`src/rtl/pipe_stage_buf.sv`:
```
// pipe_stage_buf: valid/ready pipeline stage carrying pc+inst, with a stall-cycle counter.
// Define PIPE_STAGE_SKID_EN to add a skid entry so that up_ready comes straight from a register.
module pipe_stage_buf #(
   parameter int PC_W   = 32,
   parameter int INST_W = 32,
   parameter int CNT_W  = 16
) (
   input  logic              clk,
   input  logic              rst,
   input  logic              flush,
   input  logic              up_valid,
   output logic              up_ready,
   input  logic [PC_W-1:0]   up_pc,
   input  logic [INST_W-1:0] up_inst,
   output logic              dn_valid,
   input  logic              dn_ready,
   output logic [PC_W-1:0]   dn_pc,
   output logic [INST_W-1:0] dn_inst,
   output logic [CNT_W-1:0]  stall_cnt
);
   localparam int E = 1 + PC_W + INST_W;
   // An entry is {valid, pc, inst}; an empty entry is all-zero, which gives the zero bubble.
   logic [E-1:0] main_q, main_d, up_e;
   logic main_v, up_x, dn_x;
   assign up_e     = {1'b1, up_pc, up_inst};
   assign main_v   = main_q[E-1];
   assign dn_valid = main_v;
   assign dn_pc    = main_q[E-2 -: PC_W];
   assign dn_inst  = main_q[INST_W-1:0];
   assign up_x     = up_valid & up_ready;
   assign dn_x     = main_v & dn_ready;
`ifdef PIPE_STAGE_SKID_EN
   logic [E-1:0] skid_q, skid_d;
   logic skid_v, rdy_q;
   assign skid_v   = skid_q[E-1];
   assign up_ready = rdy_q;
   // up_ready is low whenever skid is full, so up_x never coincides with skid_v.
   always_comb begin
      main_d = dn_x ? (skid_v ? skid_q : up_x ? up_e : '0) : (up_x & ~main_v) ? up_e : main_q;
      skid_d = dn_x ? '0 : (up_x & main_v) ? up_e : skid_q;
   end
   always_ff @(posedge clk) begin
      if (rst | flush) begin
         main_q <= '0;
         skid_q <= '0;
         rdy_q  <= 1'b1;
      end else begin
         main_q <= main_d;
         skid_q <= skid_d;
         rdy_q  <= ~skid_d[E-1];
      end
   end
`else
   assign up_ready = ~main_v | dn_ready;
   always_comb main_d = up_x ? up_e : dn_x ? '0 : main_q;
   always_ff @(posedge clk) begin
      if (rst | flush) main_q <= '0;
      else main_q <= main_d;
   end
`endif
   always_ff @(posedge clk) begin
      if (rst) stall_cnt <= '0;
      else if (main_v & ~dn_ready & ~flush & (stall_cnt != '1)) stall_cnt <= stall_cnt + CNT_W'(1);
   end
endmodule

```
`config.mk`:
```
export PLATFORM = sky130hd
export DESIGN_NAME = pipe_stage_buf
export DESIGN_NICKNAME = d
export VERILOG_FILES = /design/src/rtl/pipe_stage_buf.sv
export SDC_FILE = /design/constraint.sdc
export NUM_CORES = 1
export LEC_CHECK = 0
export BUFFER_PORTS_ARGS = -buffer_cell sky130_fd_sc_hd__buf_2
export CORE_UTILIZATION = 41
export DETAILED_ROUTE_END_ITERATION = 8
export PLACE_DENSITY = 0.82
export SYNTH_ARGS = -nofsm -noshare
export SYNTH_HDL_FRONTEND = slang
export SYNTH_SLANG_ARGS = --single-unit
```
`constraint.sdc`:
```
create_clock -name clk -period 1.6 [get_ports clk]
set_clock_uncertainty 0.15 [all_clocks]
set_input_delay 0.16 -clock clk [delete_from_list [all_inputs] [get_ports clk]]
set_output_delay 0.16 -clock clk [all_outputs]
set_load 0.02 [all_outputs]
```
# After elaboration in Yosys (flattened, before gate mapping)
# Cells that the tools add are included.
# totals
inputBits	69
word_cells	17
ff_bits	81
output_inout_bits	82
# classes
n_addsub	1
bitwise	10
n_mux	2
reduce_logical	1
eq_ne	1
# ops
operator	count
65-bit two-way mux	2
16-bit by 1-bit adder with 16-bit output, second input constant	1
16-bit != test, second input constant	1
1-bit bitwise AND	5
1-bit NOT	3
1-bit bitwise OR	2
2-bit nonzero test	1

# Depth between registers and ports, before layout
# Gate-level depths: netlist of run 1.
# logic_depth
ltp_word	4
ltp_mapped	7
ltp_nobuf	5

# Worst setup path after synthesis of run 1
# No wires, ideal clock.
# synth_timing
path_kind	register to register
start	reg stall_cnt[0]
end	reg stall_cnt[1]
arrival_ns	1.672
path_stages_with_launch	6
required_time_ns	1.322
setup_slack_ns	-0.350
synth_period_minus_slack_ns	1.950
setup_ns	0.128
path_buffers	0
cell_sequence	dfxtp_1 > ha_1 > nand4_2 > o41ai_4 > mux2i_1 > nor2_1
# synth_between
elab_chain_len	2
word_cells_on_any_way	3
classes_between	add/sub (1); eq/ne (1); bitwise (1)
# synth_rtl
item	line_no	source
start: declaration	19	output logic [CNT_W-1:0] stall_cnt
start signal: assignment	63	else if (main_v & ~dn_ready & ~flush & (stall_cnt != '1)) stall_cnt <= stall_cnt + CNT_W'(1);
parallel branches: the longest is 2 deep, another holds 16-bit by 1-bit adder with 16-bit output	-	
# Several ways; the timed one is not identified.
# A chain may end at the register's enable or synchronous reset.

# Worst setup path after layout of run 1
# layout_timing
start	reg stall_cnt[0]
end	reg stall_cnt[6]
# The elaborated chain is that of the path after synthesis.

==> results of run 1 <==
[cells in the final DEF, fill, tap and decap left out, types with 3 or more instances in the layout]
cell	instances
a21oi_2	5
dfxtp_4	10
inv_1	4
nor2_1	71
or3_1	3
a21oi_1	3
buf_6	3
o21ai_0	5
nand2_1	6
nor4_2	3
clkbuf_8	10
or3_4	5
buf_2	150
dlygate4sd3_1	65
a22oi_2	3
o21ai_1	3
buf_4	33
dfxtp_2	7
dfxtp_1	64
a22oi_1	61
nand4_4	3
[timing repair]
item | CTS | global route
pin swaps | 5 | 12
resized for setup | 5 | 30
hold buffers | 65 | 0
buffers inserted | 6 | 4
hold endpoints to repair | 65 | 0
setup endpoints to repair | 6 | 42
gates cloned | 0 | 1
[Yosys cell counts, types with 3 or more instances]
cell type  number  area (um^2)
o21ai_0         8         40.0
dfxtp_1        81         1620
buf_2           6         30.0
nand3_1         4         20.0
a22oi_1        64          480
or3_1           8         50.1
and3_1          3         18.8
clkbuf_1       16         60.1
a21oi_1         8         40.0
inv_1           5         18.8
nand2_1         6         22.5
nor2_1         71          267
nor4_1          3         18.8
[worst max path at each step]
stage | endpoint | start | cells after the start | slack, ns
finish | stall_cnt[6] | stall_cnt[0] | 5 | -0.06
global route | stall_cnt[5] | stall_cnt[11] | 6 | -0.13
CTS | stall_cnt[13] | stall_cnt[0] | 4 | -0.02
detailed placement | stall_cnt[8] | stall_cnt[0] | 5 | -0.04
global placement | stall_cnt[8] | stall_cnt[0] | 5 | 0.03
floorplan | stall_cnt[1] | stall_cnt[12] | 4 | -0.07
[kinds of logic (layout without fill, tap and decap cells)]
family | after synthesis | count (layout) | share of synthesized area
and+or+nand+nor | 112 | 112 | 0.186
AOI/OAI and AO/OA | 90 | 90 | 0.220
DFF | 81 | 81 | 0.543
buffers and inverters | 27 | 275 | 0.0365
muxes | 2 | 2 | 0.00671
adders and majority gates | 1 | 1 | 0.00419
xor gates and xnor gates | 1 | 1 | 0.00293
[metal layers]
layer	vias up	track usage	share of wire
li1	1630	-	-
met1	1704	0.299	0.37
met2	193	0.501	0.53
met3	42	0.0521	0.059
met4	0	0.149	0.040
met5	-	0	0
[cell type report]
| class | instances | area, um^2 |
|---|---|---|
| clock buffers | 12 | 166 |
| clock inverters | 4 | 56.3 |
| fillers | 483 | 1690 |
| inverters | 5 | 18.8 |
| multi-input cells | 206 | 1440 |
| flip-flops and latches | 81 | 1670 |
| well taps | 96 | 120 |
| repair buffers | 254 | 1750 |
[registers in the layout (all words and copies together), names as in the netlist]
signal     count
main_q        65
stall_cnt     16
[report_power, final]
part           total [uW]  internal (uW)  switching (uW)  leakage [uW]
Combinational         631            317             314       0.00159
Sequential           2080           2050            31.1      0.000670
Clock                1630            875             754      0.000114
Total                4340           3240            1100       0.00238
[worst register-to-register path, stage by stage (launching register included)]
cell and delay, ns:
dfxtp_4 0.37, ha_4 0.16, and4_4 0.26, nand2_1 0.11
or3_4 0.39, a21oi_2 0.16
[metrics by stage]
stage | utilization | std cells | setup WS [ns]
after CTS | 0.730 | 653 | -0.0216
final | 0.755 | 658 | -0.0567
after global placement | 0.593 | 566 | 0.0273
after detailed placement | 0.593 | 566 | -0.0417
after floorplan | - | 314 | -0.0689
after global routing | 0.755 | 658 | -0.130
==> reports/qor.txt, run 1 <==
slowest stage cell on the critical path = or3_4
max-cap violations = 0
Yosys cell types = 37
DIE AREA = 0.00763 mm^2
CTS max path bufs = 2
Starting Density = 0.432
Most used DFF post-synth = dfxtp_1
synthesized area = 0.00299 mm^2
crit path DAT = 1.78 ns
CTS tree = done
flop and latch count out of synthesis = 81
CP Launch Type = flip-flop
Peak VDD IR = 0.559 mV
critical path required time = 1.72 ns
clock transition at the registers of the reported paths = 0.09 ns
Total Wirelength = 11200 um
RSZ-0062 raised after global routing = true
layout cell share with drive strength beyond 1 = 0.459
largest delay contributor family on the critical path = simple AND/OR/NAND/NOR gates
Async SR Flop Fraction = 0
Area growth syn-to-layout = 74.7%
reg-to-reg slack, setup = -0.06 ns
Placer Congestion = 0.893
Worst Tran Pin Value = 0.479 ns
number of port buffers = 150
setup TNS = -0.146 ns
initial antenna violation count = 0
Max stage delay on crit path = 0.39 ns
worst hold path class = in2reg
Synth Instances = 314
Seq/Total Area, Yosys = 0.543
post-DP HPWL = 5810 um
number of placed I/O pins = 151
CTS buffer count = 9
largest net degree at the start of global routing = 48
Die Y = 87.3 um
via/cell ratio = 5.42
global route total overflow = 0
hold worst-path end = stall_cnt[4]
f_max = 604 MHz
critical-path cell list = ha_4, and4_4, nand2_1, or3_4, a21oi_2
shortest period the worst path allows = 1.66 ns
crit path buf inv count = 0
final instance area = 0.00522 mm^2
core box area = 0.00691 mm^2
worst r2r path cells = 5
worst hold stages = 3
Slew headroom = 0.681
critical path class = reg2reg
Avg WL per Cell = 17.0 um
Std-Cell Rows = 30
number of flops mapped to enable cells by yosys = 0
first-pass detailed-route iteration total = 5
worst skew pair latency = 0.34 ns
Worst Setup End Kind = flip-flop
DRC = 0
syn nets = 384
Root Driver = clkbuf_8
Total GRT Usage = 0.275
Syn. warnings = 0
Min Hold Slack = 0.0968 ns
max-slew violation count = 0
P_leak = 0.00238 uW
initial drt markers = 161
ANT nets after route = 0
first-pass GRT wire length = 16100 um
CP Max Fanout = 3
CTS sink cnt = 81
# diodes = 0
worst setup margin = -0.0567 ns
failing checks = negative setup slack
Syn Area/Cell = 9.51 um^2
layout net count = 627
min-delay src = flush
DP Area = 0.00410 mm^2
final period utilization = 1.04
reg2reg end = stall_cnt[6]
final hold vios = 0
Design Power = 4340 uW
vias after detailed routing = 3569
final setup vio count = 5
status = complete, but fails checks
vias in the first global route = 3382
Pwr Density = 833 mW/mm^2
r2r startpoint = stall_cnt[0]
htree depth = 3
Die X = 87.3 um
No activity file was read; power rests on OpenSTA's default activity.
==> run 2: changes to the inputs <==
--- a/config.mk
+++ b/config.mk
@@ -6,9 +6,10 @@
 export NUM_CORES = 1
 export LEC_CHECK = 0
 export BUFFER_PORTS_ARGS = -buffer_cell sky130_fd_sc_hd__buf_2
-export CORE_UTILIZATION = 41
+export CORE_ASPECT_RATIO = 1.75
+export CORE_UTILIZATION = 30
 export DETAILED_ROUTE_END_ITERATION = 8
-export PLACE_DENSITY = 0.82
+export PLACE_DENSITY = 0.65
 export SYNTH_ARGS = -nofsm -noshare
 export SYNTH_HDL_FRONTEND = slang
 export SYNTH_SLANG_ARGS = --single-unit
==> run 2 against run 1 <==
The flow still finishes with violations (negative setup slack). First-iteration DRC count shrank 29%. Die area is 36% higher. Worst setup slack improved by 0.0026 ns. Sequential share of layout area is 0.16 points lower. Clock power grew 13%. Total power grew 4.4%. Sequential power about the same. Final area rose by 0.96%. Critical path depth down 1. Non-clock buffer count shrank 3. Register-to-register slack barely moved. Wire length is 7.8% lower.
==> reports/qor.txt, run 2 (same netlist as run 1, synthesis figures left out) <==
Fillers = 818 (+69%)
layout cell share with drive strength beyond 1 = 0.455 (-0.00388)
worst r2r path cells = 4 (-1)
shortest period the worst path allows = 1.65 ns (-0.00258 ns)
ANT nets after route = 0 (unchanged)
Slew headroom = 0.800 (+0.119)
CP Launch Type = flip-flop
Total GRT Usage = 0.195 (-0.0806)
Avg WL per Cell = 15.2 um (-11%)
Pwr Density = 861 mW/mm^2 (+3.4%)
worst skew pair latency = 0.33 ns (about the same)
# diodes = 0 (unchanged)
top flop regs = main_q: 65 flops, stall_cnt: 16 flops
Root Driver = clkbuf_16
core box area = 0.00959 mm^2 (+39%)
initial antenna violation count = 0 (unchanged)
number of port buffers = 150 (unchanged)
layout net count = 624 (-0.48%)
vias in the first global route = 3540 (+4.7%)
worst hold path class = in2reg
critical path class = reg2reg
Die X = 77.4 um (-11%)
max-slew violation count = 0 (unchanged)
final period utilization = 1.03 (-0.00161)
largest register by flop count = main_q
via/cell ratio = 5.08 (-6.4%)
slowest stage cell on the critical path = or4_1
Min Hold Slack = 0.0652 ns (-0.0316 ns)
Placer Congestion = 0.832 (-6.9%)
vias after detailed routing = 3453 (-3.3%)
critical path required time = 1.70 ns (-0.02 ns)
Peak VDD IR = 0.576 mV (+3.0%)
crit path DAT = 1.75 ns (-0.03 ns)
Worst Setup End Kind = flip-flop
status = complete, but fails checks
Worst Tran Pin Value = 0.297 ns (-0.181 ns)
setup TNS = -0.128 ns (+0.0180 ns)
final hold vios = 0 (unchanged)
first-pass detailed-route iteration total = 4 (-1)
CTS max path bufs = 2 (unchanged)
final setup vio count = 5 (unchanged)
Design Power = 4530 uW (+4.4%)
most frequent cells in the layout = 150 x buf_2, 71 x nor2_1, 66 x dlygate4sd3_1
max reg flops = 65 (unchanged)
global route total overflow = 0 (unchanged)
commonest non-fill, non-tap cell in the layout = buf_2
DRC = 0 (unchanged)
htree depth = 3 (unchanged)
first-pass GRT wire length = 16000 um (-0.68%)
RSZ-0062 raised after global routing = true
worst setup margin = -0.0542 ns (+0.00258 ns)
CP Max Fanout = 4 (+1)
Total Wirelength = 10300 um (-7.8%)
Area growth syn-to-layout = 76.4%
failing checks = negative setup slack
Std-Cell Rows = 47 (+57%)
DIE AREA = 0.0104 mm^2 (+36%)
number of placed I/O pins = 151 (unchanged)
worst hold stages = 3 (unchanged)
CTS buffer count = 9 (unchanged)
CTS sink cnt = 81 (unchanged)
critical-path cell list = and4b_2, nand4_4, or4_1, a21oi_2
Starting Density = 0.311 (-0.121)
largest net degree at the start of global routing = 39 (-19%)
f_max = 605 MHz (+0.16%)
post-DP HPWL = 6530 um (+12%)
P_leak = 0.00236 uW (-0.83%)
Max stage delay on crit path = 0.51 ns (+0.12 ns)
initial drt markers = 114 (-29%)
Die Y = 134 um (+53%)
CTS tree = done
max-cap violations = 0 (unchanged)
clock transition at the registers of the reported paths = 0.06 ns (-0.03 ns)
## run 2: power breakdown
| group | internal (uW) | switching (uW) | leakage (uW) |
|---|---|---|---|
| combinational | 317 | 300 | 0.00156 |
| clock | 1040 | 797 | 0.000129 |
| sequential | 2050 | 28.9 | 0.000671 |
## run 2: what timing repair did
item | 4_1_cts | 5_1_grt
resized for setup | 10 | 26
endpoints found under the hold margin | 67 | 0
gates cloned | 0 | 0
pin swaps | 4 | 8
hold buffers | 66 | 0
setup endpoints to repair | 11 | 25
setup buffers | 5 | 5
## run 2: through the flow
stage                      util  setup slack [ns]  instance area, um^2  instances
after floorplan               -           -0.0689                 3070        314
after global placement    0.433           -0.0445                 4150        591
after detailed placement  0.433           -0.0924                 4150        591
after CTS                 0.537           -0.0360                 5140        677
after global routing      0.549            -0.109                 5270        680
final                     0.549           -0.0542                 5270        680
## run 2: cell type report
| type | count | area (um^2) | area share |
|---|---|---|---|
| Timing Repair Buffer | 251 | 1730 | 0.328 |
| Sequential cell | 81 | 1680 | 0.318 |
| Multi-Input combinational cell | 206 | 1430 | 0.271 |
| Clock buffer | 10 | 229 | 0.0435 |
| Tap cell | 122 | 153 | 0.0290 |
| Clock inverter | 5 | 32.5 | 0.00618 |
| Inverter | 5 | 18.8 | 0.00356 |
## run 2: per-layer routing
| layer | up-vias | wire, um | share of wire | track usage |
|---|---|---|---|---|
| met4 | 0 | 493 | 0.048 | 0.127 |
| met5 | - | 0 | 0 | 0 |
| met2 | 133 | 5840 | 0.57 | 0.369 |
| li1 | 1622 | - | - | - |
| met1 | 1652 | 3550 | 0.34 | 0.184 |
| met3 | 46 | 437 | 0.042 | 0.0415 |
## run 2: path summary, 6_finish.rpt
path | end | slack [ns] | start
max | stall_cnt[13] | -0.05 | stall_cnt[4]
min | stall_cnt[4] | 0.07 | dn_ready
max reg2reg | stall_cnt[13] | -0.05 | stall_cnt[4]
min reg2reg | main_q[55] | 0.34 | main_q[55]
## run 2: critical path: cells and delay by family (launching register included)
| family | cells | cell delay [ns] |
|---|---|---|
| AND/OR/NAND/NOR | 3 | 0.93 |
| flip-flops | 1 | 0.35 |
| AO/OA/AOI/OAI | 1 | 0.15 |
==> run 3: changes to the inputs <==
--- a/config.mk
+++ b/config.mk
@@ -7,9 +7,10 @@
 export LEC_CHECK = 0
 export BUFFER_PORTS_ARGS = -buffer_cell sky130_fd_sc_hd__buf_2
 export CORE_ASPECT_RATIO = 1.75
-export CORE_UTILIZATION = 30
+export CORE_UTILIZATION = 41
 export DETAILED_ROUTE_END_ITERATION = 8
-export PLACE_DENSITY = 0.65
+export PLACE_DENSITY = 0.82
+export SKIP_LAST_GASP = 1
 export SYNTH_ARGS = -nofsm -noshare
 export SYNTH_HDL_FRONTEND = slang
 export SYNTH_SLANG_ARGS = --single-unit
==> run 3 against run 2 <==
The run still ends with negative setup slack left. Largest power group is now the clock network. Critical path type unchanged. Combinational power grew 3%. Sequential power is essentially flat. Total power grew 9.5%. Maximum frequency shrank 1.8%. Die area shrank 26%. Clock power grew 22%. Utilization grew 22 points.
==> reports/qor.txt, run 3 (same netlist as run 1, synthesis figures left out) <==
status = complete, but fails checks
failing checks = negative setup slack
Avg WL per Cell = 16.9 um (+12%)
Std-Cell Rows = 40 (-15%)
worst setup margin = -0.0853 ns (-0.0312 ns)
worst hold path class = in2reg
initial antenna violation count = 0 (unchanged)
CTS tree = done
crit path DAT = 1.80 ns (+0.05 ns)
shortest period the worst path allows = 1.69 ns (+0.0312 ns)
max-cap violations = 0 (unchanged)
Net Sw Frac = 0.237 (-0.0114)
number of port buffers = 150 (unchanged)
vias after detailed routing = 3611 (+4.6%)
Starting Density = 0.429 (+0.118)
Fillers = 386 (-53%)
Peak VDD IR = 0.768 mV (+34%)
CTS max path bufs = 2 (unchanged)
number of placed I/O pins = 151 (unchanged)
worst r2r path cells = 4 (unchanged)
max reg flops = 65 (unchanged)
max-slew violation count = 0 (unchanged)
# diodes = 0 (unchanged)
first-pass GRT wire length = 15800 um (-1.0%)
DP Area = 0.00410 mm^2 (-1.1%)
Flop pwr share = 0.420 (-0.039)
logic gate share of total power = 0.128 (-0.008)
setup TNS = -0.185 ns (-0.0568 ns)
CTS sink cnt = 81 (unchanged)
htree depth = 3 (unchanged)
largest net degree at the start of global routing = 55 (+41%)
ANT nets after route = 0 (unchanged)
top flop regs = main_q: 65 flops, stall_cnt: 16 flops
Area growth syn-to-layout = 78.2%
Root Driver = clkbuf_16
final period utilization = 1.05 (+0.0195)
CP Max Fanout = 4 (unchanged)
Worst Setup End Kind = flip-flop
register area = 0.00168 mm^2 (unchanged)
layout net count = 626 (+0.32%)
Pwr Density = 933 mW/mm^2 (+8.4%)
post-DP HPWL = 6030 um (-7.7%)
DRC = 0 (unchanged)
Net Switching = 1180 uW (+4.5%)
min-delay src = dn_ready
first-pass detailed-route iteration total = 8 (+4)
area of the multi-input gates = 0.00144 mm^2 (+0.53%)
critical path required time = 1.71 ns (about the same)
Max stage delay on crit path = 0.51 ns (about the same)
CP Launch Type = flip-flop
Total Wirelength = 10900 um (+5.8%)
final hold vios = 0 (unchanged)
clock transition at the registers of the reported paths = 0.06 ns (about the same)
DIE AREA = 0.00764 mm^2 (-26%)
slowest stage cell on the critical path = or4_4
worst setup path endpoint = stall_cnt[13]
CTS buffer count = 9 (unchanged)
vias in the first global route = 3498 (-1.2%)
Slew headroom = 0.768 (-0.0319)
Int Pwr = 3780 uW (+11%)
reg2reg end = stall_cnt[13]
reg-to-reg slack, setup = -0.09 ns (-0.03 ns)
Worst Tran Pin Value = 0.346 ns (+0.0483 ns)
Total GRT Usage = 0.279 (+0.0840)
final instance area = 0.00532 mm^2 (+1.0%)
initial drt markers = 235 (+110%)
via/cell ratio = 5.60 (+10%)
clock network power share = 0.453 (+0.048)
global route total overflow = 0 (unchanged)
r2r startpoint = stall_cnt[1]
core box area = 0.00696 mm^2 (-27%)
P_leak = 0.00244 uW (+3.4%)
final setup vio count = 5 (unchanged)
layout cell share with drive strength beyond 1 = 0.455 (-0.000652)
critical-path cell list = and4b_2, nand4_4, or4_4, a21oi_2
largest register by flop count = main_q
most frequent cells in the layout = 150 x buf_2, 71 x nor2_1, 66 x dlygate4sd3_1
f_max = 593 MHz (-1.8%)
Die X = 66.5 um (-14%)
Placer Congestion = 0.922 (+11%)
worst skew pair latency = 0.33 ns (about the same)
crit path from = stall_cnt[1]
critical path class = reg2reg
commonest non-fill, non-tap cell in the layout = buf_2
Die Y = 115 um (-14%)
RSZ-0062 raised after global routing = true
-- run 3: cell types whose count changed in the layout (fill, tap and decap cells not counted), sizes merged --
cell / delta
clkinvlp: -1
inv: +1
buf: +2
clkinv: -1
bufinv: +2
-- run 3: per-layer routing --
| metal | share of wire | track usage | vias to the layer above |
|---|---|---|---|
| met1 | 0.36 | 0.279 | 1722 |
| met2 | 0.52 | 0.487 | 197 |
| met3 | 0.066 | 0.0685 | 54 |
| met5 | 0 | 0 | - |
| met4 | 0.053 | 0.200 | 0 |
| li1 | - | - | 1638 |
-- run 3: per-stage QoR --
step / instances / total power, uW / hold WS (ns) / util / setup WS [ns]
final: 645 / 4960 / 0.159 / 0.765 / -0.0853
after floorplan: 314 / 2390 / 0.129 / - / -0.0689
after detailed placement: 553 / 2600 / 0.265 / 0.589 / -0.0551
after global placement: 553 / 2590 / 0.255 / 0.589 / -0.0166
after global routing: 645 / 5130 / 0.154 / 0.765 / -0.147
after CTS: 641 / 4950 / 0.112 / 0.741 / -0.0417
-- run 3: power by group through the flow --
stage / Combinational [uW] / Sequential, uW / Clock [uW]
floorplan: 196 / 2190 / 0
global placement: 464 / 2120 / 0
detailed placement: 473 / 2120 / 0
CTS: 599 / 2080 / 2270
global route: 677 / 2090 / 2370
finish: 633 / 2080 / 2250
-- run 3: worst min-delay path by stage --
stage,to,slack [ns],cells after the start
global placement,main_q[36],0.25,3
finish,main_q[64],0.16,4
CTS,main_q[64],0.11,4
global route,main_q[64],0.15,4
detailed placement,main_q[26],0.27,3
floorplan,main_q[64],0.13,2
-- run 3: layout make-up --
| class | count | area share |
|---|---|---|
| Clock buffer | 10 | 0.0449 |
| Timing Repair Buffer | 253 | 0.330 |
| Multi-Input combinational cell | 206 | 0.270 |
| Sequential cell | 81 | 0.315 |
| Clock inverter | 6 | 0.0167 |
| Inverter | 5 | 0.00353 |
| Tap cell | 84 | 0.0198 |
-- run 3: what timing repair did --
action / 4_1_cts / 5_1_grt
endpoints found under the setup margin: 11 / 25
resized for setup: 4 / 29
buffers inserted: 6 / 4
pin swaps: 2 / 10
gates cloned: 0 / 0
endpoints found under the hold margin: 67 / 0
hold buffers: 66 / 0
-- run 3: worst max-delay path: cells and delay by family, from the launching register on --
kind,cells,cell delay (ns)
AOI/OAI and AO/OA,1,0.13
DFF,1,0.37
and+or+nand+nor,3,0.97
